===== config.mk =====
export PLATFORM = sky130hd
export DESIGN_NAME = run_sequencer
export DESIGN_NICKNAME = d
export VERILOG_FILES = /design/src/rtl/run_seq_pkg.sv /design/src/rtl/seq_addr_ctr.sv /design/src/rtl/run_sequencer.sv
export SDC_FILE = /design/constraint.sdc
export NUM_CORES = 1
export LEC_CHECK = 0
export BUFFER_PORTS_ARGS = -buffer_cell sky130_fd_sc_hd__buf_2
export CORE_MARGIN = 4
export CORE_UTILIZATION = 45
export CTS_BUF_LIST = sky130_fd_sc_hd__clkbuf_2
export CTS_CLUSTER_SIZE = 28
export DETAILED_ROUTE_END_ITERATION = 8
export GPL_TIMING_DRIVEN = 0
export HOLD_SLACK_MARGIN = 0.15
export PLACE_DENSITY = 0.67
export SETUP_SLACK_MARGIN = 0.05
export SLEW_MARGIN = 20
export SYNTH_ARGS = -nofsm -noshare
export SYNTH_HDL_FRONTEND = slang
export SYNTH_SLANG_ARGS = --single-unit

===== constraint.sdc =====
create_clock -name clk -period 5.6 [get_ports clk]
set_input_delay 0 -clock clk [delete_from_list [all_inputs] [get_ports clk]]
set_output_delay 0 -clock clk [all_outputs]
set_load 0.01 [all_outputs]

===== src/rtl/run_seq_pkg.sv =====
// Shared types and constants for the run sequencer and its address counter.
// Latency: n/a (declarations only).
// Backpressure: n/a.
package run_seq_pkg;

  localparam int ADDR_W = 16;
  localparam int DATA_W = 8;

  typedef enum logic [2:0] {
    IDLE,
    LOAD,
    LFLUSH,
    RUN,
    READ,
    DONE
  } state_t;

  localparam logic [1:0] STAT_IDLE = 2'b00;
  localparam logic [1:0] STAT_RUN  = 2'b01;
  localparam logic [1:0] STAT_LOAD = 2'b10;
  localparam logic [1:0] STAT_READ = 2'b11;

  // Processor mode presented while the sequencer sits in a given state.
  function automatic logic [1:0] state_status(input state_t s);
    case (s)
      LOAD, LFLUSH: return STAT_LOAD;
      RUN:          return STAT_RUN;
      READ:         return STAT_READ;
      default:      return STAT_IDLE;
    endcase
  endfunction

endpackage


===== src/rtl/seq_addr_ctr.sv =====
// Loadable/clearable 16-bit wrapping address counter with terminal-count compare.
// Latency: count updates one cycle after clr/load/inc; tc is combinational from the count.
// Backpressure: none; the owner only pulses inc on an accepted transfer.
module seq_addr_ctr
  import run_seq_pkg::*;
(
  input  logic              clk,
  input  logic              rst_n,
  input  logic              clr,
  input  logic              load,
  input  logic [ADDR_W-1:0] load_val,
  input  logic              inc,
  input  logic [ADDR_W-1:0] tc_val,
  output logic [ADDR_W-1:0] cnt,
  output logic              tc
);

  // Clear wins over load, load wins over increment; increment wraps at 2^16.
  always_ff @(posedge clk or negedge rst_n) begin
    if (!rst_n) begin
      cnt <= '0;
    end else if (clr) begin
      cnt <= '0;
    end else if (load) begin
      cnt <= load_val;
    end else if (inc) begin
      cnt <= cnt + ADDR_W'(1);
    end
  end

  assign tc = (cnt == tc_val);

endmodule


===== src/rtl/run_sequencer.sv =====
// Job sequencer: loads data memory from rx, lets the processor run, streams a window back on tx.
// Latency: start->LOAD 1 cycle; last load->RUN 3 cycles; end_process->READ 1 cycle; RD_LAT+2 cycles/read byte.
// Backpressure: rx_ready is high throughout LOAD only; tx holds data/valid until tx_ready. Watchdog: RUN_WATCHDOG_EN.
module run_sequencer
  import run_seq_pkg::*;
#(
  parameter int LOAD_BYTES  = 256,
  parameter int READ_BASE   = 0,
  parameter int READ_BYTES  = 256,
  parameter int RD_LAT      = 2,
  parameter int WDOG_CYCLES = 1_000_000
) (
  input  logic              clk,
  input  logic              rst_n,
  input  logic              start,
  input  logic [DATA_W-1:0] rx_data,
  input  logic              rx_valid,
  output logic              rx_ready,
  output logic [DATA_W-1:0] tx_data,
  output logic              tx_valid,
  input  logic              tx_ready,
  output logic [1:0]        status,
  output logic [DATA_W-1:0] data_in,
  output logic [ADDR_W-1:0] data_addr_in,
  input  logic              end_process,
  input  logic [DATA_W-1:0] dm_out,
  output logic              busy,
  output logic              done,
  output logic              timeout
);

  localparam logic [ADDR_W-1:0] LOAD_LAST = ADDR_W'(LOAD_BYTES - 1);
  localparam logic [ADDR_W-1:0] RD_FIRST  = ADDR_W'(READ_BASE);
  localparam logic [ADDR_W-1:0] READ_LAST = ADDR_W'(READ_BASE + READ_BYTES - 1);
  localparam logic [7:0]        RD_WAIT   = 8'(RD_LAT);

  state_t            state_q, state_d;
  logic [7:0]        wait_q;
  logic [ADDR_W-1:0] cnt, tc_val;
  logic              tc;
  logic              ctr_clr, ctr_load, ctr_inc;
  logic              wait_inc, ld_take, rd_capture, rd_take;

`ifdef RUN_WATCHDOG_EN
  localparam logic [31:0] WDOG_LAST = 32'(WDOG_CYCLES - 1);
  logic [31:0] wdog_q;
  logic        wdog_hit;
`endif

  // The same counter walks load addresses and read addresses; only the limit differs.
  assign tc_val   = (state_q == READ) ? READ_LAST : LOAD_LAST;
  assign rx_ready = (state_q == LOAD);

  seq_addr_ctr u_addr_ctr (
    .clk      (clk),
    .rst_n    (rst_n),
    .clr      (ctr_clr),
    .load     (ctr_load),
    .load_val (RD_FIRST),
    .inc      (ctr_inc),
    .tc_val   (tc_val),
    .cnt      (cnt),
    .tc       (tc)
  );

  // State register.
  always_ff @(posedge clk or negedge rst_n) begin
    if (!rst_n) state_q <= IDLE;
    else        state_q <= state_d;
  end

  // Next-state and per-cycle control strobes.
  always_comb begin
    state_d    = state_q;
    ctr_clr    = 1'b0;
    ctr_load   = 1'b0;
    ctr_inc    = 1'b0;
    wait_inc   = 1'b0;
    ld_take    = 1'b0;
    rd_capture = 1'b0;
    rd_take    = 1'b0;
`ifdef RUN_WATCHDOG_EN
    wdog_hit   = 1'b0;
`endif
    case (state_q)
      IDLE: begin
        if (start) begin
          ctr_clr = 1'b1;
          state_d = (LOAD_BYTES == 0) ? LFLUSH : LOAD;
        end
      end
      LOAD: begin
        if (rx_valid) begin
          ld_take = 1'b1;
          ctr_inc = 1'b1;
          if (tc) state_d = LFLUSH;
        end
      end
      LFLUSH: begin
        // Two cycles let the processor's registered write path commit the last byte.
        if (wait_q == 8'd1) state_d = RUN;
        else                wait_inc = 1'b1;
      end
      RUN: begin
        if (end_process) begin
          ctr_load = 1'b1;
          state_d  = (READ_BYTES == 0) ? DONE : READ;
        end
`ifdef RUN_WATCHDOG_EN
        else if (wdog_q == WDOG_LAST) begin
          wdog_hit = 1'b1;
          state_d  = DONE;
        end
`endif
      end
      READ: begin
        if (!tx_valid) begin
          if (wait_q == RD_WAIT) rd_capture = 1'b1;
          else                   wait_inc   = 1'b1;
        end else if (tx_ready) begin
          rd_take = 1'b1;
          ctr_inc = 1'b1;
          if (tc) state_d = DONE;
        end
      end
      DONE:    state_d = IDLE;
      default: state_d = IDLE;
    endcase
  end

  // Registered outputs and datapath; status/busy/done follow the next state so they change on the transition edge.
  always_ff @(posedge clk or negedge rst_n) begin
    if (!rst_n) begin
      status       <= STAT_IDLE;
      busy         <= 1'b0;
      done         <= 1'b0;
      data_in      <= '0;
      data_addr_in <= '0;
      tx_data      <= '0;
      tx_valid     <= 1'b0;
      wait_q       <= '0;
    end else begin
      status <= state_status(state_d);
      busy   <= (state_d != IDLE);
      done   <= (state_d == DONE);
      if (ld_take) begin
        data_in      <= rx_data;
        data_addr_in <= cnt;
      end else if (ctr_load) begin
        data_addr_in <= RD_FIRST;
      end else if (rd_take) begin
        data_addr_in <= cnt + ADDR_W'(1);
      end
      if (rd_capture) begin
        tx_data  <= dm_out;
        tx_valid <= 1'b1;
      end else if (rd_take) begin
        tx_valid <= 1'b0;
      end
      if ((state_d != state_q) || rd_take) wait_q <= '0;
      else if (wait_inc)                   wait_q <= wait_q + 8'd1;
    end
  end

`ifdef RUN_WATCHDOG_EN
  // RUN-phase cycle counter and sticky timeout flag, cleared by the next accepted start.
  always_ff @(posedge clk or negedge rst_n) begin
    if (!rst_n) begin
      wdog_q  <= '0;
      timeout <= 1'b0;
    end else begin
      wdog_q <= (state_q == RUN) ? wdog_q + 32'd1 : 32'd0;
      if ((state_q == IDLE) && start) timeout <= 1'b0;
      else if (wdog_hit)              timeout <= 1'b1;
    end
  end
`else
  assign timeout = 1'b0;
`endif

endmodule


# Word level (Yosys, flattened, before mapping)
# Index checks and enable logic that the tools add are counted.
word_totals:
  ff_bits: 64
  inputBits: 22
  output_inout_bits: 39
  wordCells: 70
classes:
  addsub: 2
  n_eq_ne: 13
  n_mux: 37
  n_reduce_logical: 8
op_table:
  columns: ["op", "n"]
  rows:
  - ["two-way mux 16 bit", 6]
  - ["two-way mux 3 bit", 8]
  - ["two-way mux 1 bit", 17]
  - ["adder 16 x 1 -> 16 bit, second input constant", 1]
  - ["== test 16 x 8 -> 1 bit, second input constant", 1]
  - ["two-way mux 8 bit", 2]
  - ["case mux 3 bit (5 select lines)", 1]
  - ["== test 3 x 2 -> 1 bit, second input constant", 4]
  - ["== test 3 bit, second input constant", 3]
  - ["nonzero test 3 bit", 3]
  - ["adder 8 x 1 -> 8 bit, second input constant", 1]
  - ["== test 8 x 1 -> 1 bit, second input constant", 1]
  - ["== test 8 x 2 -> 1 bit, second input constant", 1]
  - ["== test 3 x 1 -> 1 bit, second input constant", 2]
  - ["case mux 2 bit (3 select lines)", 1]
  - ["case mux 1 bit (2 select lines)", 2]
  - ["nonzero test 2 bit", 2]
  - ["zero test 3 bit", 1]
  - ["!= test 3 bit", 1]
  - ["OR reduction 2 bit", 1]
  - ["logical OR 1 bit", 1]

# Logic depth before layout (Yosys ltp)
# Gate-level depths: netlist of run 1.
depth:
  ltp_word: 8
  ltp_mapped: 7
  mapped_depth_nobuf: 7

# Cells and area by module
# Synthesis of run 1 repeated with hierarchy kept, for this count alone.
hier_totals:
  hier_cells: 406
  hier_area_um2: 3906.2
modules_own_cells:
  columns: ["module", "instances", "cells_each", "area_per_inst_um2", "seq_area_each_um2"]
  rows:
  - ["run_sequencer", 1, 272, 2680.1, 1201.2]
  - ["seq_addr_ctr", 1, 134, 1226.2, 400.4]

# Worst setup path after synthesis of run 1
# OpenSTA, ideal clock, no wires.
synth_path:
  kind: "flip-flop to flip-flop"
  startpoint: "register state_q[0]"
  endpoint: "register wait_q[7]"
  setup_ns: 0.078
  arrival_time_ns: 1.918
  t_required_ns: 5.522
  path_slack_ns: 3.604
  stages_incl_launch_ff: 6
  n_path_buf: 0
  synth_period_minus_slack_ns: 1.996
  cell_sequence: "dfrtp_1 or3b_4 a311oi_4 nor2_2 or4_4 a21oi_2"
synth_between:
  elab_chain_cells: 7
  word_cells_on_any_way: 20
  cone_classes: "eq/ne (5); mux (12); reduce/logical (3)"
synth_lines:
  columns: ["element", "line_no", "text"]
  rows:
  - ["from (decl)", "run_sequencer.sv:37", "state_t state_q, state_d;"]
  - ["from (signal assigned)", "run_sequencer.sv:69", "else state_q <= state_d;"]
  - ["two-way mux 3 bit", "run_sequencer.sv:123", "if (tc) state_d = DONE;"]
  - ["two-way mux 3 bit", "run_sequencer.sv:120", "end else if (tx_ready) begin"]
  - ["two-way mux 3 bit", "run_sequencer.sv:117", "if (!tx_valid) begin"]
  - ["case mux 3 bit (5 select lines)", "run_sequencer.sv:85", "case (state_q)"]
  - ["!= test 3 bit", "run_sequencer.sv:160", "if ((state_d != state_q) || rd_take) wait_q <= '0;"]
  - ["logical OR 1 bit", "run_sequencer.sv:160", null]
  - ["two-way mux 8 bit or nonzero test 2 bit (tied branches)", null, null]
  - ["to (signal assigned)", "run_sequencer.sv:161", "else if (wait_inc) wait_q <= wait_q + 8'd1;"]
  - ["to (decl)", "run_sequencer.sv:38", "logic [7:0] wait_q;"]
# Parallel ways exist; a longest one is shown, timed or not.
# A chain may end at the register's enable or synchronous reset.

# Final worst setup path of run 1
layout_path:
  startpoint: "register u_addr_ctr.cnt[13]"
  endpoint: "register state_q[0]"
layout_between:
  elab_chain_cells: 5
  word_cells_on_any_way: 7
  cone_classes: "eq/ne (1); mux (6)"
layout_lines:
  columns: ["element", "line_no", "text"]
  rows:
  - ["from (decl)", "seq_addr_ctr.sv:14", "output logic [ADDR_W-1:0] cnt,"]
  - ["from (signal assigned)", "seq_addr_ctr.sv:25", "cnt <= load_val;"]
  - ["from (signal assigned)", "seq_addr_ctr.sv:27", "cnt <= cnt + ADDR_W'(1);"]
  - ["== test 16 x 8 -> 1 bit *", "seq_addr_ctr.sv:31", "assign tc = (cnt == tc_val);"]
  - ["two-way mux 3 bit", "run_sequencer.sv:123", null]
  - ["two-way mux 3 bit", "run_sequencer.sv:120", null]
  - ["two-way mux 3 bit", "run_sequencer.sv:117", null]
  - ["case mux 3 bit (5 select lines) *", "run_sequencer.sv:85", null]
  - ["named net state_d[0]", "run_sequencer.sv:37", null]
# Mark *: on every way through the listed nets, which the timed path passes. The rest lies on a longest branch.

==> results of run 1 <==
-- cells by family after synthesis --
| group | Yosys count |
|---|---|
| simple gates | 148 |
| compound gates | 101 |
| flops | 64 |
| buf+inv | 28 |
| mux | 8 |
| xor+xnor | 5 |
| fa+ha+maj | 4 |
| other cells | 1 |
-- cell type report --
class	instances	area, um^2
plain buffers	24	100.1
clock buffers	9	45.04
clock inverters	7	47.55
fillers	682	3117
inverters	4	15.01
multi-input cells	267	1597
flip-flops and latches	64	1602
well taps	99	123.9
repair buffers	84	568.0
-- power by group through the flow --
| stage | Clock [mW] | Sequential, mW | Combinational (mW) |
|---|---|---|---|
| floorplan | 0 | 0.547 | 0.0946 |
| global placement | 0 | 0.535 | 0.181 |
| detailed placement | 0 | 0.538 | 0.186 |
| CTS | 0.252 | 0.529 | 0.201 |
| global route | 0.275 | 0.535 | 0.224 |
| finish | 0.245 | 0.530 | 0.201 |
-- metrics by stage --
| stage | setup WS [ns] | instance area (um^2) | cells | utilization |
|---|---|---|---|---|
| after detailed placement | 3.128 | 3755 | 518 | 0.5205 |
| after global placement | 3.188 | 3732 | 517 | 0.5173 |
| after floorplan | 3.604 | 3313 | 359 | - |
| after global routing | 2.914 | 4098 | 558 | 0.5680 |
| final | 3.079 | 4098 | 558 | 0.5680 |
| after CTS | 3.082 | 4098 | 558 | 0.5680 |
-- final timing paths --
check / start / end / slack [ns] / cells past startpoint
worst max-delay path: u_addr_ctr.cnt[13] / state_q[0] / 3.08 / 5
worst min-delay path: rx_data[0] / data_in[0] / 0.20 / 4
worst max register to register: u_addr_ctr.cnt[13] / state_q[0] / 3.08 / 5
worst min register to register: data_in[2] / data_in[2] / 0.50 / 2
max in group asynchronous: rst_n / u_addr_ctr.cnt[12] / 4.86 / 4
min in group asynchronous: rst_n / data_addr_in[5] / 0.52 / 4
-- per-layer routing --
metal	up-vias	wire length [um]	global-route usage
met2	119	4207	0.3288
met5	-	0	0
met3	13	523	0.03125
met4	0	150	0.08183
li1	1505	-	-
met1	1485	4013	0.3077
-- what timing repair did --
action | in CTS | in global routing
resized for setup | 0 | 0
hold buffers | 24 | 0
endpoints found under the hold margin | 89 | 0
-- flip-flops by register name (all words and copies together), names as in the netlist --
register        flops
data_addr_in       16
status              2
u_addr_ctr.cnt     16
done                1
data_in             8
state_q             3
tx_valid            1
tx_data             8
wait_q              8
busy                1
-- worst reg2reg max path: stages (launching register included) --
cell and delay [ns]:
dfrtp_1 0.51, or4_1 0.59, nor4_1 0.53, a21boi_0 0.17
a2111oi_0 0.43, o21ai_0 0.17
-- layout by cell type, fill, tap and decap left out, types with 4 or more instances in the layout --
cell type      count
clkbuf_1          19
or3_1              5
clkbuf_2           9
o221ai_1           4
o31ai_1            7
dlygate4sd3_1     23
and3_1             6
nand2_1           47
mux2_2             8
a21oi_1           19
a31oi_1            9
nor3_1             9
dfrtp_1           64
o21ai_0           32
nand3_1           13
inv_1              4
ha_1               4
buf_2             60
nor4_1             4
nand4_1            5
nor2_1            34
==> metrics.yaml, run 1 <==
nNetsFinal: 480
ys_seq_area_frac: 0.4834
synth_top_cell_by_area: "dfrtp_1"
cts_tree: "yes"
fmax_mhz: 396.7
yosysMostFrequentCell: "dfrtp_1"
start_util: 0.4592
drv_cap: 0
cp_top_family: "simple AND/OR/NAND/NOR gates"
grt_pass1_vias: 3022
ys.flop_type: "dfrtp_1"
yosys.area_share.adder: 0.01511
ys_warn_count: 0
period_share: 0.4501
cp.arrival_ns: 2.90
cts.path.max_buffers: 2
post_cts_buffers: 0
drc_errors: 0
syn_to_final_growth_pct: 23.68
peakVddDrop_mv: 0.1261
crit_type: "flip-flop to flip-flop"
synthesis.area_um2: 3313
crit_required_ns: 5.98
clock_sinks: 64
status: "finished, final reports clean"
netlist_instances: 359
pwr-share-comb: 0.206
seqPwrFrac: 0.543
hp-class: "input pin to flip-flop"
synth-edff-count: 0
dr.first_iter.drc_count: 229
crit_path_cell_trace: "or4_1 > nor4_1 > a21boi_0 > a2111oi_0 > o21ai_0"
grt_pass1_wl_um: 14920
core-area_um2: 7214
synth_top_family_by_area: "simple AND/OR/NAND/NOR gates"
worstSetupStartpointType: "flip-flop"
hold_ws_ns: 0.1961
antenna_found_initial: 0
cts_root_buf: "clkbuf_2"
ios: 61
synth_compound_area_frac: 0.2009
max_stage_delay_ns: 0.59
drive_above_1_share: 0.2179
crit_path_end_kind: "flip-flop"
dieWidth_um: 93.81
fin_crit_ns: 2.521
hold_viol: 0
tightest_slew_ns: 0.9356
final.setup_skew_ns: 0.01580
htree_levels: 3
port_buffers: 59
slowest_stage: "or4_1"
synth-simple-area-share: 0.2243
drt_pass1_iterations: 4
die_h_um: 93.81
fin_tns_setup_ns: 0
path_clk_slew_ns: 0.21
synth.distinct_cells: 58
switching_share: 0.3402
cp_max_fo: 8
internal-power_mw: 0.6441
rsz0062_at_grt: "no"
grt_overflow: 0
grt.total_usage: 0.2150
p_leak_nw: 1.828
rows: 31
synth_seq_cells: 64
synth_top_area_frac: 0.4834
vias: 3122
die_area_um2: 8799
slew_violations: 0
synthTopCellsByArea: "dfrtp_1 (48%), nand2_1 (5.3%), o21ai_0 (4.8%)"
power_density_nw_per_um2: 238.2
synth_top_cells_by_count: "dfrtp_1 (64), nand2_1 (47), nor2_1 (34)"
dp_hpwl_um: 5887
ant_nets: 0
routedWlPerCell_um: 15.94
synth_nets: 385
relSlewSlack: 0.3705
clkLatencyLatePin_ns: 0.50
gp_congestion: 0.8582
drt_wl_total_um: 8894
synthMuxAreaShare: 0.02719
finalSetupViolations: 0
power_frac_clock: 0.251
power_switching_mw: 0.3320
grt_max_degree: 40
cts_buffers: 9
path_buf_inv: 0
power.total_mw: 0.9761
synth-xor-area-share: 0.01322
n_antenna_cell: 0
viasPerCell: 5.595
async_flop_share: 1.000
syn_avg_cell_area_um2: 9.229
Power figures use the tool's default switching activity.
==> run 2: changes to the inputs <==
==> constraint.sdc (replaced) <==
create_clock -name clk -period 2.45 [get_ports clk]
set_input_delay 0 -clock clk [delete_from_list [all_inputs] [get_ports clk]]
set_output_delay 0 -clock clk [all_outputs]
set_load 0.01 [all_outputs]
==> metrics.yaml, run 2 (synthesis gave the netlist of run 1 again) <==
vias: 3162  # +1.3%
nNetsFinal: 480  # unchanged
cts.path.max_buffers: 2  # unchanged
reg_top3: "data_addr_in x16, u_addr_ctr.cnt x16"
die_area_um2: 8799  # unchanged
grt_max_degree: 40  # unchanged
fill_cells: 676  # -0.88%
dp_hpwl_um: 5887  # unchanged
grt_pass1_vias: 3024  # +0.066%
fin_crit_ns: 2.276  # -0.2450 ns
p_leak_nw: 1.851  # +1.2%
pre_cts_ws_ns: -0.02199  # -3.150 ns
finalSetupViolations: 0  # unchanged
power_density_nw_per_um2: 536.3  # +130%
relSlewSlack: 0.5306  # +0.1600
finalNonFillerCells: 558  # unchanged
drv_cap: 0  # unchanged
final_cell_mix: "dfrtp_1 (64), buf_2 (60), nand2_1 (47), nor2_1 (33), o21ai_0 (32)"
placed_cells: 518  # unchanged
htree_levels: 3  # unchanged
routedWlPerCell_um: 16.09  # +0.96%
startpoint: "state_q[2]"
tightest_slew_ns: 0.7011  # -0.2345 ns
ant_nets: 0  # unchanged
hp-class: "input pin to flip-flop"
port_buffers: 59  # unchanged
cp.arrival_ns: 2.65  # -0.25 ns
grt_overflow: 0  # unchanged
core-area_um2: 7214  # unchanged
met1_usage: 0.3082  # +0.0005120
fin_util: 0.5768  # +0.008845
hold_ws_ns: 0.2076  # +0.01153 ns
dieWidth_um: 93.81  # unchanged
syn_to_final_growth_pct: 25.60
gr-usage-met3: 0.03125  # unchanged
r2r_slack_ns: 0.17  # -2.90 ns
busiest_layer: "met2"
crit_required_ns: 2.83  # -3.15 ns
min_from: "rx_data[0]"
regToRegEndpoint: "data_addr_in[14]"
dr.first_iter.drc_count: 184  # -20%
period_share: 0.9289  # +0.4787
antenna_found_initial: 0  # unchanged
viasPerCell: 5.667  # +1.3%
final.setup_skew_ns: 0.01859  # +0.002792 ns
start_util: 0.4592  # unchanged
grtUsageMet2: 0.3288  # unchanged
status: "finished, final reports clean"
placed_area_um2: 3755  # unchanged
rsz0062_at_grt: "yes"
peakVddDrop_mv: 0.2884  # +130%
hold_depth: 4  # unchanged
die_h_um: 93.81  # unchanged
grt_pass1_wl_um: 14940  # +0.14%
cts_tree: "yes"
n_antenna_cell: 0  # unchanged
final_cell_area_um2: 4161  # +1.6%
hold_viol: 0  # unchanged
drt_pass1_iterations: 5  # +1
cts_buffers: 9  # unchanged
drt_wl_total_um: 8979  # +0.96%
worstSetupStartpointType: "flip-flop"
reg2regPathDepth: 6  # +1
drive_above_1_share: 0.2440  # +0.02614
ios: 61  # unchanged
clock_sinks: 64  # unchanged
final_common_cell: "dfrtp_1"
crit_type: "flip-flop to flip-flop"
gp_congestion: 0.8582  # unchanged
crit-reg2reg-launch: "state_q[2]"
path_clk_slew_ns: 0.21  # about the same
cts_root_buf: "clkbuf_2"
rows: 31  # unchanged
grt.total_usage: 0.2152  # about the same
worst_slack_ns: 0.1743  # -2.905 ns
crit_path_end_kind: "flip-flop"
fmax_mhz: 439.4  # +11%
crit_end: "data_addr_in[14]"
slew_violations: 0  # unchanged
cp_max_fo: 10  # +2
drc_errors: 0  # unchanged
clkLatencyLatePin_ns: 0.50  # about the same
-- run 2: cell counts in the layout (fill, tap and decap cells not counted) --
Identical to the previous run, type by type.
-- run 2: metal layers --
metal | up-vias | share of wire | routed length, um
met4 | 0 | 0.021 | 185
li1 | 1503 | - | -
met3 | 17 | 0.065 | 582
met2 | 128 | 0.47 | 4238
met5 | - | 0 | 0
met1 | 1514 | 0.44 | 3972
-- run 2: final cells by class --
| class | instances | area, um^2 | share of cell area |
|---|---|---|---|
| Timing Repair Buffer | 85 | 575.6 | 0.1383 |
| Inverter | 4 | 15.01 | 0.003608 |
| Clock inverter | 7 | 47.55 | 0.01143 |
| Buffer | 23 | 101.3 | 0.02435 |
| Multi-Input combinational cell | 267 | 1652 | 0.3969 |
| Sequential cell | 64 | 1602 | 0.3848 |
| Tap cell | 99 | 123.9 | 0.02977 |
| Clock buffer | 9 | 45.04 | 0.01082 |
-- run 2: power by group --
part	switching, mW	internal [mW]
combinational	0.269	0.196
clock	0.422	0.133
sequential	0.0656	1.15
-- run 2: how the worst min path moves through the flow --
| stage | end | slack, ns |
|---|---|---|
| after floorplan | busy | -0.30 |
| after global routing | data_in[2] | 0.18 |
| final | data_in[0] | 0.21 |
| after detailed placement | status[0] | -0.06 |
| after global placement | data_in[6] | 0.19 |
| after CTS | data_in[0] | 0.16 |
-- run 2: repair_timing --
action                     CTS  global route
hold endpoints to repair    89             0
setup endpoints to repair    5            51
gates resized for setup      3            13
buffers inserted             0             1
pin swaps                    0             1
hold buffers                24             0
-- run 2: through the flow --
stage	total power, mW	setup TNS, ns
after global placement	1.636	0
final	2.232	0
after global routing	2.370	0
after CTS	2.243	0
after detailed placement	1.655	-0.02199
after floorplan	1.467	0
-- run 2: worst max-delay path, stage by stage (launching register included) --
cell	delay, ns
dfrtp_1	0.45
buf_2	0.20
nor4bb_1	0.58
a31oi_1	0.24
clkbuf_1	0.32
a22oi_1	0.26
o2bb2ai_1	0.10
==> run 3: changes to the inputs <==
--- a/config.mk
+++ b/config.mk
@@ -13,9 +13,10 @@
 export DETAILED_ROUTE_END_ITERATION = 8
 export GPL_TIMING_DRIVEN = 0
 export HOLD_SLACK_MARGIN = 0.15
-export PLACE_DENSITY = 0.67
+export PLACE_DENSITY = 0.66
 export SETUP_SLACK_MARGIN = 0.05
 export SLEW_MARGIN = 20
 export SYNTH_ARGS = -nofsm -noshare
 export SYNTH_HDL_FRONTEND = slang
+export SYNTH_HIERARCHICAL = 1
 export SYNTH_SLANG_ARGS = --single-unit
==> metrics.yaml, run 3 <==
status: "finished, final reports clean"
ys.flop_type: "dfrtp_1"
clkLatencyLatePin_ns: 0.51  # about the same
dieWidth_um: 101.2  # +7.9%
cts_tree: "yes"
cp_top_family: "compound AO/OA/AOI/OAI gates"
synth_top_cells_by_count: "dfrtp_1 (64), nand2_1 (48), xnor2_1 (22)"
path_clk_slew_ns: 0.20  # about the same
htree_levels: 3  # unchanged
grt_pass1_vias: 3479  # +15%
tightest_slew_ns: 0.8390  # +0.1379 ns
final.setup_skew_ns: 0.01735  # -0.001241 ns
synth.distinct_cells: 76  # +31%
drive_above_1_share: 0.2545  # +0.01054
viasPerCell: 5.383  # -5.0%
slew_violations: 0  # unchanged
relSlewSlack: 0.4355  # -0.09504
cp_max_fo: 10  # unchanged
nNetsFinal: 572  # +19%
cp.depth: 9  # +3
n_antenna_cell: 0  # unchanged
hold_viol: 0  # unchanged
clock_sinks: 64  # unchanged
period_share: 0.9487  # +0.01987
peakVddDrop_mv: 0.5361  # +86%
vias: 3526  # +12%
synth_top_cell_by_area: "dfrtp_1"
finalSetupViolations: 0  # unchanged
placed_area_um2: 4486  # +19%
crit_required_ns: 2.85  # +0.02 ns
path_buf_inv: 3  # +1
async_flop_share: 1.000  # unchanged
antenna_found_initial: 0  # unchanged
power.total_mw: 3.557  # +59%
synth_top_area_frac: 0.4100  # -0.07339
drc_errors: 0  # unchanged
ant_nets: 0  # unchanged
slowest_stage: "a2111oi_2"
fmax_mhz: 430.2  # -2.1%
crit_path_cell_trace: "clkbuf_4 > buf_6 > nand3b_1 > a21oi_4 > buf_6 > nand3_2 > nor3_2 > a211oi_1 > a2111oi_2"
crit_path_end_kind: "flip-flop"
die_h_um: 101.2  # +7.9%
syn_avg_cell_area_um2: 9.621  # +4.3%
max_stage_delay_ns: 0.38  # -0.20 ns
grt.total_usage: 0.2018  # -0.01341
hp-class: "input pin to flip-flop"
fin_tns_setup_ns: 0  # unchanged
cts.path.max_buffers: 2  # unchanged
core-area_um2: 8341  # +16%
crit_type: "flip-flop to flip-flop"
ys_seq_area_frac: 0.4100  # -0.07339
fin_crit_ns: 2.324  # +0.04868 ns
synth_seq_cells: 64  # unchanged
multi_input_area_um2: 2310  # +40%
worstSetupStartpointType: "flip-flop"
routedWlPerCell_um: 15.24  # -5.3%
grt_pass1_wl_um: 16470  # +10%
ios: 61  # unchanged
gp_congestion: 0.8482  # -1.2%
syn_to_final_growth_pct: 30.43
drt_wl_total_um: 9979  # +11%
hold_depth: 4  # unchanged
synthesis.area_um2: 3906  # +18%
drv_cap: 0  # unchanged
cts_root_buf: "clkbuf_2"
power_density_nw_per_um2: 698.2  # +30%
netlist_instances: 406  # +13%
fill_cells: 721  # +6.7%
cts_buffers: 9  # unchanged
grt_max_degree: 37  # -7.5%
ys_warn_count: 6  # +6
synth-edff-count: 0  # unchanged
grt_overflow: 0  # unchanged
p_leak_nw: 2.253  # +22%
final_common_cell: "buf_2"
port_buffers: 59  # unchanged
final_cell_mix: "buf_2 (62), dfrtp_1 (55), nand2_1 (48), conb_1 (33), dlygate4sd3_1 (28)"
reg_top3: "data_addr_in x16, u_addr_ctr/cnt x16"
drt_pass1_iterations: 4  # -1
dr.first_iter.drc_count: 183  # -0.54%
dp_hpwl_um: 6903  # +17%
fin_util: 0.6109  # +0.03403
cp.arrival_ns: 2.72  # +0.07 ns
rows: 33  # +6.5%
crit_top_cell: "buf_6"
start_util: 0.4683  # +0.009103
rsz0062_at_grt: "yes"
reg2regPathDepth: 9  # +3
final_cell_area_um2: 5095  # +22%
seqCellArea_um2: 1613  # +0.70%
die_area_um2: 10240  # +16%
yosysMostFrequentCell: "dfrtp_1"
synthTopCellsByArea: "dfrtp_1 (41%), xnor2_1 (4.9%), nand2_1 (4.6%)"
==> run 3: final cells by class <==
type	instances	area share
clock buffers	9	0.008841
plain buffers	19	0.02407
inverters	20	0.01473
well taps	105	0.02579
repair buffers	97	0.1331
clock inverters	7	0.02358
multi-input cells	334	0.4533
flip-flops and latches	64	0.3166
==> run 3: per-layer routing <==
| layer | part of all wire | vias to the layer above | routed length [um] | GRT usage |
|---|---|---|---|---|
| met4 | 0.0095 | 0 | 95 | 0.06953 |
| li1 | - | 1738 | - | - |
| met3 | 0.046 | 7 | 463 | 0.04201 |
| met2 | 0.51 | 88 | 5067 | 0.3345 |
| met1 | 0.44 | 1693 | 4352 | 0.2624 |
| met5 | 0 | - | 0 | 0 |
==> run 3: tightest hold or removal path, stage by stage <==
cell           delay (ns)
dlygate4sd3_1        0.53
buf_2                0.10
nand2_1              0.05
nand2_1              0.05
==> run 3: stage by stage <==
step | setup WS [ns] | std cells | hold WS, ns
finish | 0.1256 | 655 | 0.2208
detailed placement | -0.6338 | 603 | -0.04789
floorplan | 0.1754 | 437 | -0.2956
global placement | -0.6753 | 601 | 0.1909
global route | 0.005201 | 655 | 0.2075
CTS | 0.07557 | 651 | 0.1514
==> run 3: timing repair <==
item,4_1_cts,5_1_grt
pin swaps,3,2
gates cloned,0,0
hold endpoints to repair,99,0
resized for setup,11,13
endpoints found under the setup margin,23,21
hold buffers,29,0
buffers inserted,3,4
==> run 3: power by group <==
part	total [mW]	switching (mW)	internal (mW)	leakage, nW
sequential	1.64	0.362	1.27	0.790
combinational	1.06	0.541	0.519	1.37
clock	0.862	0.421	0.441	0.0921
total	3.56	1.32	2.23	2.25
==> run 3: final timing paths <==
path                             from                  to  slack (ns)
max                        state_q[0]   u_addr_ctr/cnt[9]        0.13
min                        rx_data[4]          data_in[4]        0.22
max reg2reg                state_q[0]   u_addr_ctr/cnt[9]        0.13
min reg2reg                data_in[6]          data_in[6]        0.50
max in group asynchronous       rst_n  u_addr_ctr/cnt[10]        1.73
min in group asynchronous       rst_n           wait_q[5]        0.50
==> run 3: cell families after synthesis <==
family | Yosys count | share of synthesized area
multiplexers | 16 | 0.04356
buffers and inverters | 39 | 0.04772
AND/OR/NAND/NOR | 167 | 0.2566
AO/OA/AOI/OAI | 79 | 0.1480
flip-flops | 64 | 0.4100
adder cells (fa/ha/maj) | 5 | 0.01602
other | 2 | 0.001923
XOR/XNOR | 34 | 0.07623
